--- config.mk ---
export PLATFORM = sky130hd
export DESIGN_NAME = seq_pattern_tx
export DESIGN_NICKNAME = d
export VERILOG_FILES = /design/src/rtl/seq_pkg.sv /design/src/rtl/tx_down_counter.sv /design/src/rtl/seq_pattern_tx.sv
export SDC_FILE = /design/constraint.sdc
export NUM_CORES = 1
export LEC_CHECK = 0
export ABC_AREA = 1
export CORE_ASPECT_RATIO = 0.6
export CORE_UTILIZATION = 42
export DETAILED_ROUTE_END_ITERATION = 12
export PLACE_DENSITY_LB_ADDON = 0.1
export SYNTH_ARGS = -nofsm -noshare
export SYNTH_HDL_FRONTEND = slang
export SYNTH_HIERARCHICAL = 1
export SYNTH_SLANG_ARGS = --single-unit
--- constraint.sdc ---
create_clock -name clk -period 3 [get_ports clk]
set_clock_uncertainty 0.2 [all_clocks]
set_input_delay 0.9 -clock clk [delete_from_list [all_inputs] [get_ports clk]]
set_output_delay 0.9 -clock clk [all_outputs]
set_load 0.02 [all_outputs]
--- src/rtl/seq_pkg.sv ---
// Shared definitions for the pattern transmitter and its companion sequence detector.
package seq_pkg;

    typedef enum logic [1:0] {
        ST_IDLE = 2'd0,
        ST_SEND = 2'd1,
        ST_GAP  = 2'd2,
        ST_DONE = 2'd3
    } state_e;

    localparam logic [3:0] PAT_1011 = 4'b1011;

    // Wide enough for a bit index of a 16-bit pattern and for a 15-cycle gap.
    localparam int CNT_W = 4;

    function automatic logic pattern_bit(input logic [15:0] pat, input logic [CNT_W-1:0] idx);
        return pat[idx];
    endfunction

endpackage

--- src/rtl/tx_down_counter.sv ---
// Loadable down-counter with a zero flag; load takes priority over decrement.
module tx_down_counter #(
    parameter int             W       = 8,
    parameter logic [W-1:0]   RST_VAL = '0
) (
    input  logic         clk,
    input  logic         rst,
    input  logic         load_i,
    input  logic [W-1:0] load_val_i,
    input  logic         dec_i,
    output logic [W-1:0] cnt_o,
    output logic         zero_o
);

    logic [W-1:0] cnt_q;
    logic [W-1:0] cnt_d;

    // NOTE: every signal driven in always_comb gets a default first, so no path leaves it unassigned (no latch).
    always_comb begin
        cnt_d = cnt_q;
        if (load_i) begin
            cnt_d = load_val_i;
        end else if (dec_i) begin
            cnt_d = cnt_q - W'(1);
        end
    end

    // NOTE: state registers use non-blocking assignments so all flops update together at the edge.
    always_ff @(posedge clk or posedge rst) begin
        if (rst) begin
            cnt_q <= RST_VAL;
        end else begin
            cnt_q <= cnt_d;
        end
    end

    assign cnt_o  = cnt_q;
    assign zero_o = (cnt_q == '0);

endmodule

--- src/rtl/seq_pattern_tx.sv ---
// Bit-serial transmitter: sends PATTERN MSB-first, repeated N times with GAP idle-zero cycles between frames.
module seq_pattern_tx
    import seq_pkg::*;
#(
    parameter int               PAT_W   = 4,
    parameter logic [PAT_W-1:0] PATTERN = PAT_1011,
    parameter int               GAP     = 2
) (
    input  logic       clk,
    input  logic       rst,
    input  logic       start,
    input  logic [7:0] repeat_cnt,
    input  logic       abort,
    output logic       x,
    output logic       busy,
    output logic       done,
    output logic [7:0] frames_sent,
    output logic [1:0] outstate
);

    localparam logic [15:0]      PAT_EXT = 16'(PATTERN);
    localparam logic [CNT_W-1:0] IDX_TOP = CNT_W'(PAT_W - 1);
    localparam logic [CNT_W-1:0] GAP_TOP = (GAP > 0) ? CNT_W'(GAP - 1) : '0;
    localparam bit               HAS_GAP = (GAP > 0);

    state_e     state_q, state_d;
    logic       x_q, x_d;
    logic       busy_q, busy_d;
    logic       done_q, done_d;
    logic [7:0] frames_q, frames_d;

    logic             idx_load, idx_dec, idx_zero;
    logic [CNT_W-1:0] idx_val, idx_cnt;
    logic             rem_load, rem_dec, rem_zero;
    logic [7:0]       rem_cnt;

    // Shared between the bit index (SEND) and the gap timer (GAP); each state reloads it on entry.
    tx_down_counter #(.W(CNT_W), .RST_VAL(IDX_TOP)) u_idx_cnt (
        .clk        (clk),
        .rst        (rst),
        .load_i     (idx_load),
        .load_val_i (idx_val),
        .dec_i      (idx_dec),
        .cnt_o      (idx_cnt),
        .zero_o     (idx_zero)
    );

    tx_down_counter #(.W(8), .RST_VAL(8'd0)) u_rem_cnt (
        .clk        (clk),
        .rst        (rst),
        .load_i     (rem_load),
        .load_val_i (repeat_cnt),
        .dec_i      (rem_dec),
        .cnt_o      (rem_cnt),
        .zero_o     (rem_zero)
    );

    always_comb begin
        state_d  = state_q;
        x_d      = 1'b0;
        busy_d   = 1'b0;
        done_d   = 1'b0;
        frames_d = frames_q;
        idx_load = 1'b0;
        idx_val  = IDX_TOP;
        idx_dec  = 1'b0;
        rem_load = 1'b0;
        rem_dec  = 1'b0;

        case (state_q)
            ST_IDLE: begin
                idx_load = 1'b1;
                if (start && repeat_cnt != 8'd0) begin
                    state_d  = ST_SEND;
                    x_d      = pattern_bit(PAT_EXT, IDX_TOP);
                    busy_d   = 1'b1;
                    frames_d = 8'd0;
                    rem_load = 1'b1;
                end
            end

            ST_SEND: begin
                if (abort) begin
                    state_d  = ST_IDLE;
                    idx_load = 1'b1;
                end else if (idx_zero) begin
                    frames_d = frames_q + 8'd1;
                    rem_dec  = !rem_zero;
                    idx_load = 1'b1;
                    if (rem_cnt == 8'd1) begin
                        state_d = ST_DONE;
                        done_d  = 1'b1;
                    end else if (HAS_GAP) begin
                        state_d = ST_GAP;
                        busy_d  = 1'b1;
                        idx_val = GAP_TOP;
                    end else begin
                        busy_d = 1'b1;
                        x_d    = pattern_bit(PAT_EXT, IDX_TOP);
                    end
                end else begin
                    busy_d  = 1'b1;
                    idx_dec = 1'b1;
                    x_d     = pattern_bit(PAT_EXT, idx_cnt - CNT_W'(1));
                end
            end

            ST_GAP: begin
                if (abort) begin
                    state_d  = ST_IDLE;
                    idx_load = 1'b1;
                end else if (idx_zero) begin
                    state_d  = ST_SEND;
                    busy_d   = 1'b1;
                    idx_load = 1'b1;
                    x_d      = pattern_bit(PAT_EXT, IDX_TOP);
                end else begin
                    busy_d  = 1'b1;
                    idx_dec = 1'b1;
                end
            end

            ST_DONE: begin
                state_d  = ST_IDLE;
                idx_load = 1'b1;
            end

            default: begin
                state_d  = ST_IDLE;
                idx_load = 1'b1;
            end
        endcase
    end

    always_ff @(posedge clk or posedge rst) begin
        if (rst) begin
            state_q  <= ST_IDLE;
            x_q      <= 1'b0;
            busy_q   <= 1'b0;
            done_q   <= 1'b0;
            frames_q <= 8'd0;
        end else begin
            state_q  <= state_d;
            x_q      <= x_d;
            busy_q   <= busy_d;
            done_q   <= done_d;
            frames_q <= frames_d;
        end
    end

    assign x           = x_q;
    assign busy        = busy_q;
    assign done        = done_q;
    assign frames_sent = frames_q;
    assign outstate    = state_q;

endmodule

==> flow_summary.ini, run 1 <==
[status]
status = finished, final reports clean

[sta]
finalCritPeriodShare_pct = 83.8
hold-worst-slack_ps = 329
fmax_mhz = 398
layout_setup_ws_ps = 486
rsz0062_at_grt = no
setup-violations-final = 0
relSlewSlack_pct = 66.3
tightest_slew_ps = 505
fin_setup_tns_ps = 0
min_period_ps = 2510
drv_slew = 0
hold_violations = 0

[finish]
drive_above_1_share_pct = 6.93
area_delta_synth_final_pct = 20.3
fillers = 416
utilization_pct = 53.0
stdcell_area_sq_mm = 0.00220
final_nets = 324
layoutNonFillerInstCount = 363
layout_common_cells = nand2_1 (87), inv_1 (45), nand3_1 (32), nor2_1 (30), clkdlybuf4s50_1 (24)
diodes = 0
layout_commonest_cell = nand2_1

[yosys]
syn_inst = 273
synth.distinct_cells = 30
syn_avg_cell_area_sq_um = 6.69
seq_area_frac_synth_pct = 34.4
syn_area_sq_mm = 0.00183
ys_ff_latch = 25
yosys_warnings = 6

[cts]
post_cts_buffers = 0
clkTransAtPathRegs_ps = 80
cts_tree = done
numCtsBuffers = 3
numClockSinks = 25
ctsHtreeMaxLevel = 1
clk_latency_ps = 270
cts_root_buf = clkbuf_8
postCtsHoldBufs = 0
clock_path_buffers = 2
ctsResizeCount = 0

[global_route]
grt_max_degree = 14
grt_pass1_wl_microns = 7160
gr-total-overflow = 0
antenna_found_initial = 0
gr-usage-all-layers_pct = 21.0
grt_pass1_vias = 1465

[route]
wirelength_met1_microns = 2280
wl_met3_microns = 390
first_pass_iters = 4
wl_met2_microns = 1550
top_layer = met4
drcViolationCount = 0
vias = 1722
drt_iter0_drc = 146
ant_nets = 0
vias_per_cell = 4.74
wl_per_cell_microns = 11.7
routed_wl_microns = 4240

[floorplanning]
die_w_microns = 87.1
start_util_pct = 44.1
io_pins = 25
rows = 18
die-area_sq_mm = 0.00462
core_area_sq_mm = 0.00414
die_y_microns = 53.1

[worst_hold_path]
hp-class = reg -> reg
whs_path_depth = 2
worstHoldStart = u_idx_cnt/cnt_o[0]
min_to = u_idx_cnt/cnt_o[0]

[pwr]
intPower_mw = 0.874
max-vdd-ir-drop_mv = 0.380
swShare_pct = 48.0
power_density_mw_per_mm2 = 766
total_power_mw = 1.68
seqPwrFrac_pct = 36.0
pwr-share-comb_pct = 52.1
clock_power_share_pct = 11.8
net-switching-power_mw = 0.808
leakage_nw = 1.14

[placement]
pre_cts_ws_ps = 350
portBuffers = 24
routabilityCongestion = 1.01
postPlaceCellArea_sq_mm = 0.00215
dp.cells = 359
dp_hpwl_microns = 3460

[setup_path]
critical_path_class = reg -> out
critPathMaxFanout = 7
critPathTopFamily = buffers and inverters
start_kind = register
reg2reg_from = u_idx_cnt/cnt_o[0]
end_kind = primary output
reg2reg_depth = 11
cp_num_buf_inv = 1
worstPathArrival_ps = 1410
crit_chain = clkdlybuf4s50_1
required_ps = 1900
cp_slowest_stage_delay_ps = 650
cp_slowest_cell = clkdlybuf4s50_1
r2r_end = u_idx_cnt/cnt_o[3]
rrSetupSlack_ps = 680

[flow_run]
max-cap-violations = 0
registers in the layout, indices dropped and copies added, names as in the netlist:
name and flops:
outstate 2, x 1, busy 1, u_rem_cnt/cnt_o 8, done 1, u_idx_cnt/cnt_o 4
frames_sent 8
layout make-up:
| class | count | area [sq um] | share of cell area, % |
|---|---|---|---|
| clock buffer | 4 | 45.0 | 2.05 |
| timing repair buffer | 27 | 263 | 12.0 |
| tap | 60 | 75.1 | 3.42 |
| inverter | 49 | 184 | 8.38 |
| multi-input combinational | 198 | 1000 | 45.6 |
| sequential | 25 | 628 | 28.6 |
power by group through the flow:
stage	logic, mW	registers [mW]	clock network (mW)
5_1_grt	0.991	0.631	0.225
3_5_place_dp	0.862	0.611	0
6_report	0.877	0.606	0.199
4_1_cts	0.868	0.605	0.208
3_3_place_gp	0.869	0.615	0
2_1_floorplan	0.598	0.613	0
layer usage:
layer / global-route usage (%) / vias up
li1: - / 908
met1: 33.4 / 752
met2: 26.9 / 60
met3: 6.24 / 2
met4: 3.28 / 0
met5: 0 / -
worst max path at each step:
| stage | from | endpoint | slack [ps] | depth (start not counted) |
|---|---|---|---|---|
| after floorplan | u_idx_cnt/cnt_o[0] | u_rem_cnt/cnt_o[3] | 890 | 9 |
| after global placement | repeat_cnt[4] | u_rem_cnt/cnt_o[4] | 330 | 12 |
| after detailed placement | repeat_cnt[2] | u_rem_cnt/cnt_o[4] | 350 | 12 |
| after CTS | frames_sent[2] | frames_sent[2] | 500 | 1 |
| after global routing | frames_sent[2] | frames_sent[2] | 440 | 1 |
| final | frames_sent[2] | frames_sent[2] | 490 | 1 |
logic make-up after synthesis:
logic type      share of synthesized area (%)
compound gates                           7.20
simple gates                             39.6
flops                                    34.4
fa+ha+maj                                5.48
other cells                             0.411
xor+xnor                                 1.92
buf+inv                                  11.0
cell usage after synthesis:
master / number / share of area (%)
a21oi_1: 3 / 0.82
a22oi_1: 6 / 2.5
buf_2: 1 / 0.27
buf_6: 1 / 0.62
conb_1: 2 / 0.41
dfrtp_1: 23 / 32
dfstp_2: 2 / 2.9
ha_1: 8 / 5.5
inv_1: 45 / 9.3
inv_2: 4 / 0.82
nand2_1: 87 / 18
nand2_2: 2 / 0.69
nand2_4: 1 / 0.62
nand2_8: 1 / 1.1
nand3_1: 32 / 8.8
nand3b_1: 1 / 0.41
nand4_1: 3 / 1.0
nor2_1: 30 / 6.2
nor2_2: 2 / 0.69
nor2_4: 2 / 1.2
nor3_1: 1 / 0.27
nor3b_1: 1 / 0.41
nor4_1: 1 / 0.34
o211ai_1: 2 / 0.82
o21ai_0: 3 / 0.82
o21ai_1: 2 / 0.55
o21ai_4: 1 / 0.89
o21bai_1: 2 / 0.82
xnor2_1: 2 / 0.96
xor2_1: 2 / 0.96
Power figures use the tool's default switching activity.
==> run 2, diff against run 1 <==
Clock period 3 ns to 2.3 ns, I/O delays scaled along.
==> flow_summary.ini, run 2 (same netlist as run 1, synthesis figures left out) <==
[cts]
numClockSinks = 25
clock_path_buffers = 2
numCtsBuffers = 3
post_cts_buffers = 0
cts_root_buf = clkbuf_8
cts_tree = done
clkTransAtPathRegs_ps = 100
ctsHtreeMaxLevel = 1
clk_latency_ps = 280

[global_route]
gr-usage-all-layers_pct = 21.1
gr-total-overflow = 0
antenna_found_initial = 0
grt_pass1_vias = 1531
grt_max_degree = 15
grt_pass1_wl_microns = 7290

[placement]
postPlaceCellArea_sq_mm = 0.00225
portBuffers = 24
dp_hpwl_microns = 3510
routabilityCongestion = 0.856

[floorplanning]
rows = 18
core_area_sq_mm = 0.00414
die_w_microns = 87.1
start_util_pct = 44.1
die-area_sq_mm = 0.00462
io_pins = 25
die_y_microns = 53.1

[route]
first_pass_iters = 4
drcViolationCount = 0
vias = 1726
vias_per_cell = 4.59
wl_per_cell_microns = 11.8
drt_iter0_drc = 117
routed_wl_microns = 4430
ant_nets = 0

[finish]
layout_common_cells = nand2_1 (87), inv_1 (45), nand3_1 (32), nor2_1 (29), dfrtp_1 (23)
layout_commonest_cell = nand2_1
area_delta_synth_final_pct = 26.9
drive_above_1_share_pct = 12.0
fillers = 417
stdcell_area_sq_mm = 0.00232
diodes = 0
final_nets = 337

[sta]
drv_slew = 0
min_period_ps = 2230
hold_violations = 0
fmax_mhz = 449
relSlewSlack_pct = 64.8
fin_setup_tns_ps = 0
finalCritPeriodShare_pct = 96.8
tightest_slew_ps = 527
setup-violations-final = 0
rsz0062_at_grt = no

[setup_path]
end_kind = primary output
critPathMaxFanout = 5
reg2reg_depth = 9
worstPathArrival_ps = 1340
cp_num_buf_inv = 1
critical_path_class = reg -> out
cp_slowest_stage_delay_ps = 630
critPathTopFamily = buffers and inverters
start_kind = register
cp_num_cells = 1
crit_chain = clkdlybuf4s50_1
required_ps = 1410
cp_slowest_cell = clkdlybuf4s50_1

[pwr]
max-vdd-ir-drop_mv = 0.544
leakage_nw = 1.27
power_density_mw_per_mm2 = 981

[worst_hold_path]
hp-class = reg -> reg
whs_path_depth = 2

[status]
status = finished, final reports clean

[flow_run]
max-cap-violations = 0
==> run 2: what timing repair did <==
action	CTS	global route
pin swaps	0	0
endpoints found under the setup margin	1	27
resized for setup	1	7
hold buffers	0	0
==> run 2: layout make-up <==
class / instances / area (sq um) / share of cell area (%)
Multi-Input combinational cell: 198 / 1010 / 43.8
Clock buffer: 3 / 41.3 / 1.78
Sequential cell: 25 / 628 / 27.1
Clock inverter: 1 / 5.00 / 0.216
Timing Repair Buffer: 40 / 369 / 15.9
Inverter: 49 / 184 / 7.94
Tap cell: 60 / 75.1 / 3.24
==> run 2: metal layers <==
metal  vias up  part of all wire [%]  wire [microns]  global-route usage (%)
met1       749                    56            2490                    31.6
li1        936                     -               -                       -
met2        39                    38            1690                    30.1
met3         2                   5.5             242                    5.77
met4         0                  0.27              12                    3.28
met5         -                     0               0                       0
==> run 2: power by group <==
group	internal [mW]	leakage, nW	switching (mW)
Sequential	0.586	0.318	0.215
Combinational	0.466	0.924	0.734
Clock	0.121	0.0255	0.149
Total	1.17	1.27	1.10
==> run 2: path summary, 6_finish.rpt <==
check                      slack [ps]          startpoint            endpoint
hold / removal                    330  u_idx_cnt/cnt_o[0]  u_idx_cnt/cnt_o[0]
hold reg to reg                   330  u_idx_cnt/cnt_o[0]  u_idx_cnt/cnt_o[0]
setup / recovery                   70      frames_sent[4]      frames_sent[4]
setup reg to reg                  210  u_idx_cnt/cnt_o[0]  u_idx_cnt/cnt_o[3]
min in group asynchronous         460                 rst  u_idx_cnt/cnt_o[3]
max in group asynchronous         940                 rst                done
==> run 2: per-stage QoR <==
step,hold slack [ps],power [mW],worst slack [ps],std cells,util [%]
after floorplan,255,1.58,191,274,-
after CTS,331,2.25,13.2,376,55.3
after global placement,313,1.97,-110,372,54.3
after detailed placement,317,1.98,-122,372,54.3
after global routing,353,2.47,4.27,376,55.9
final,328,2.27,73.8,376,55.9
==> run 3, diff against run 2 <==
Settings changed: SETUP_SLACK_MARGIN set to 0.02, SLEW_MARGIN set to 40.
==> flow_summary.ini, run 3 (same netlist as run 1, synthesis figures left out) <==
[floorplanning]
start_util_pct = 44.1
die_w_microns = 87.1
die-area_sq_mm = 0.00462
io_pins = 25
die_y_microns = 53.1
core_area_sq_mm = 0.00414
rows = 18

[setup_path]
crit_chain = clkdlybuf4s50_1
cp_slowest_cell = clkdlybuf4s50_1
required_ps = 1410
startpoint = frames_sent[1]
cp_slowest_stage_delay_ps = 630
critical_path_class = reg -> out
critPathTopFamily = buffers and inverters
cp_num_buf_inv = 1
end_kind = primary output
reg2reg_depth = 9
crit_end = frames_sent[1]
start_kind = register
worstPathArrival_ps = 1320
rrSetupSlack_ps = 210
critPathMaxFanout = 5
cp_num_cells = 1
reg2reg_from = u_idx_cnt/cnt_o[0]
r2r_end = u_idx_cnt/cnt_o[3]

[sta]
min_period_ps = 2210
relSlewSlack_pct = 64.8
fmax_mhz = 453
setup-violations-final = 0
rsz0062_at_grt = yes
finalCritPeriodShare_pct = 96.0
layout_setup_ws_ps = 91.0
drv_slew = 0
tightest_slew_ps = 527
hold_violations = 0

[route]
first_pass_iters = 4
vias = 1730
routed_wl_microns = 4420
drcViolationCount = 0
ant_nets = 0
vias_per_cell = 4.60
wl_per_cell_microns = 11.8
drt_iter0_drc = 117

[finish]
stdcell_area_sq_mm = 0.00232
utilization_pct = 56.0
area_delta_synth_final_pct = 27.1
layout_common_cells = nand2_1 (87), inv_1 (44), nand3_1 (32), nor2_1 (29), dfrtp_1 (23)
diodes = 0
drive_above_1_share_pct = 12.3
final_nets = 337
layout_commonest_cell = nand2_1

[global_route]
grt_max_degree = 15
gr-usage-all-layers_pct = 21.0
grt_pass1_vias = 1530
grt_util_met3_pct = 5.77
gr-max-usage-layer = met1
use_met2_pct = 30.1
antenna_found_initial = 0
gr-total-overflow = 0
use_met1_pct = 31.5
grt_pass1_wl_microns = 7280

[cts]
clock_path_buffers = 2
clkTransAtPathRegs_ps = 90
cts_root_buf = clkbuf_8
cts_tree = done
ctsHtreeMaxLevel = 1
numCtsBuffers = 3
numClockSinks = 25
clk_latency_ps = 280
post_cts_buffers = 0

[pwr]
leakage_nw = 1.30
total_power_mw = 2.28
max-vdd-ir-drop_mv = 0.545
power_density_mw_per_mm2 = 980

[placement]
dp_hpwl_microns = 3510
pre_cts_ws_ps = -122
routabilityCongestion = 0.856
postPlaceCellArea_sq_mm = 0.00225
portBuffers = 24

[worst_hold_path]
hp-class = reg -> reg

[flow_run]
max-cap-violations = 0

[status]
status = finished, final reports clean
==> run 3: cell types whose count changed in the layout (fill, tap and decap cells not counted) <==
cell             change
clkdlybuf4s50_1      -2
dlymetal6s2s_1       +2
inv_2                +1
inv_1                -1
==> run 3: worst min-delay path by stage <==
| stage | depth (start not counted) | startpoint | slack [ps] | to |
|---|---|---|---|---|
| 6_report | 2 | u_idx_cnt/cnt_o[0] | 330 | u_idx_cnt/cnt_o[0] |
| 5_1_grt | 2 | u_idx_cnt/cnt_o[0] | 350 | u_idx_cnt/cnt_o[0] |
| 4_1_cts | 2 | u_idx_cnt/cnt_o[0] | 330 | u_idx_cnt/cnt_o[0] |
| 3_5_place_dp | 2 | u_idx_cnt/cnt_o[0] | 320 | u_idx_cnt/cnt_o[0] |
| 3_3_place_gp | 2 | u_idx_cnt/cnt_o[0] | 310 | u_idx_cnt/cnt_o[0] |
| 2_1_floorplan | 1 | rst | 250 | u_idx_cnt/cnt_o[2] |
==> run 3: layout make-up <==
cell class | count | area (sq um)
well taps | 60 | 75.1
clock inverters | 1 | 5.00
inverters | 49 | 184
fillers | 415 | 1820
repair buffers | 40 | 374
multi-input cells | 198 | 1010
clock buffers | 3 | 41.3
flip-flops and latches | 25 | 628
==> run 3: power breakdown <==
| group | internal (mW) | switching [mW] | total (mW) |
|---|---|---|---|
| Sequential | 0.586 | 0.217 | 0.803 |
| Clock | 0.122 | 0.150 | 0.272 |
| Combinational | 0.466 | 0.734 | 1.20 |
==> run 3: repair_timing <==
| action | CTS | global route |
|---|---|---|
| gates resized for setup | 2 | 9 |
| endpoints found under the setup margin | 3 | 14 |
| endpoints found under the hold margin | 0 | 0 |
| hold buffers | 0 | 0 |
==> run 3: through the flow <==
step / std cells / TNS, ps / hold slack (ps)
2_1_floorplan: 274 / 0 / 255
3_3_place_gp: 372 / -480 / 313
3_5_place_dp: 372 / -711 / 317
4_1_cts: 376 / 0 / 331
5_1_grt: 376 / 0 / 353
6_report: 376 / 0 / 328
==> run 3: worst reg2reg max path: stages (launching register included) <==
cell	delay, ps
dfstp_2	570
inv_1	90
ha_1	230
nor3b_2	200
nor2_1	130
nand2_1	140
inv_1	100
nor2_1	70
a22oi_1	170
nand2_1	70
==> run 3: layer usage <==
| layer | wire length, microns | up-vias |
|---|---|---|
| li1 | - | 934 |
| met1 | 2460 | 751 |
| met2 | 1670 | 41 |
| met3 | 271 | 4 |
| met4 | 19 | 0 |
| met5 | 0 | - |
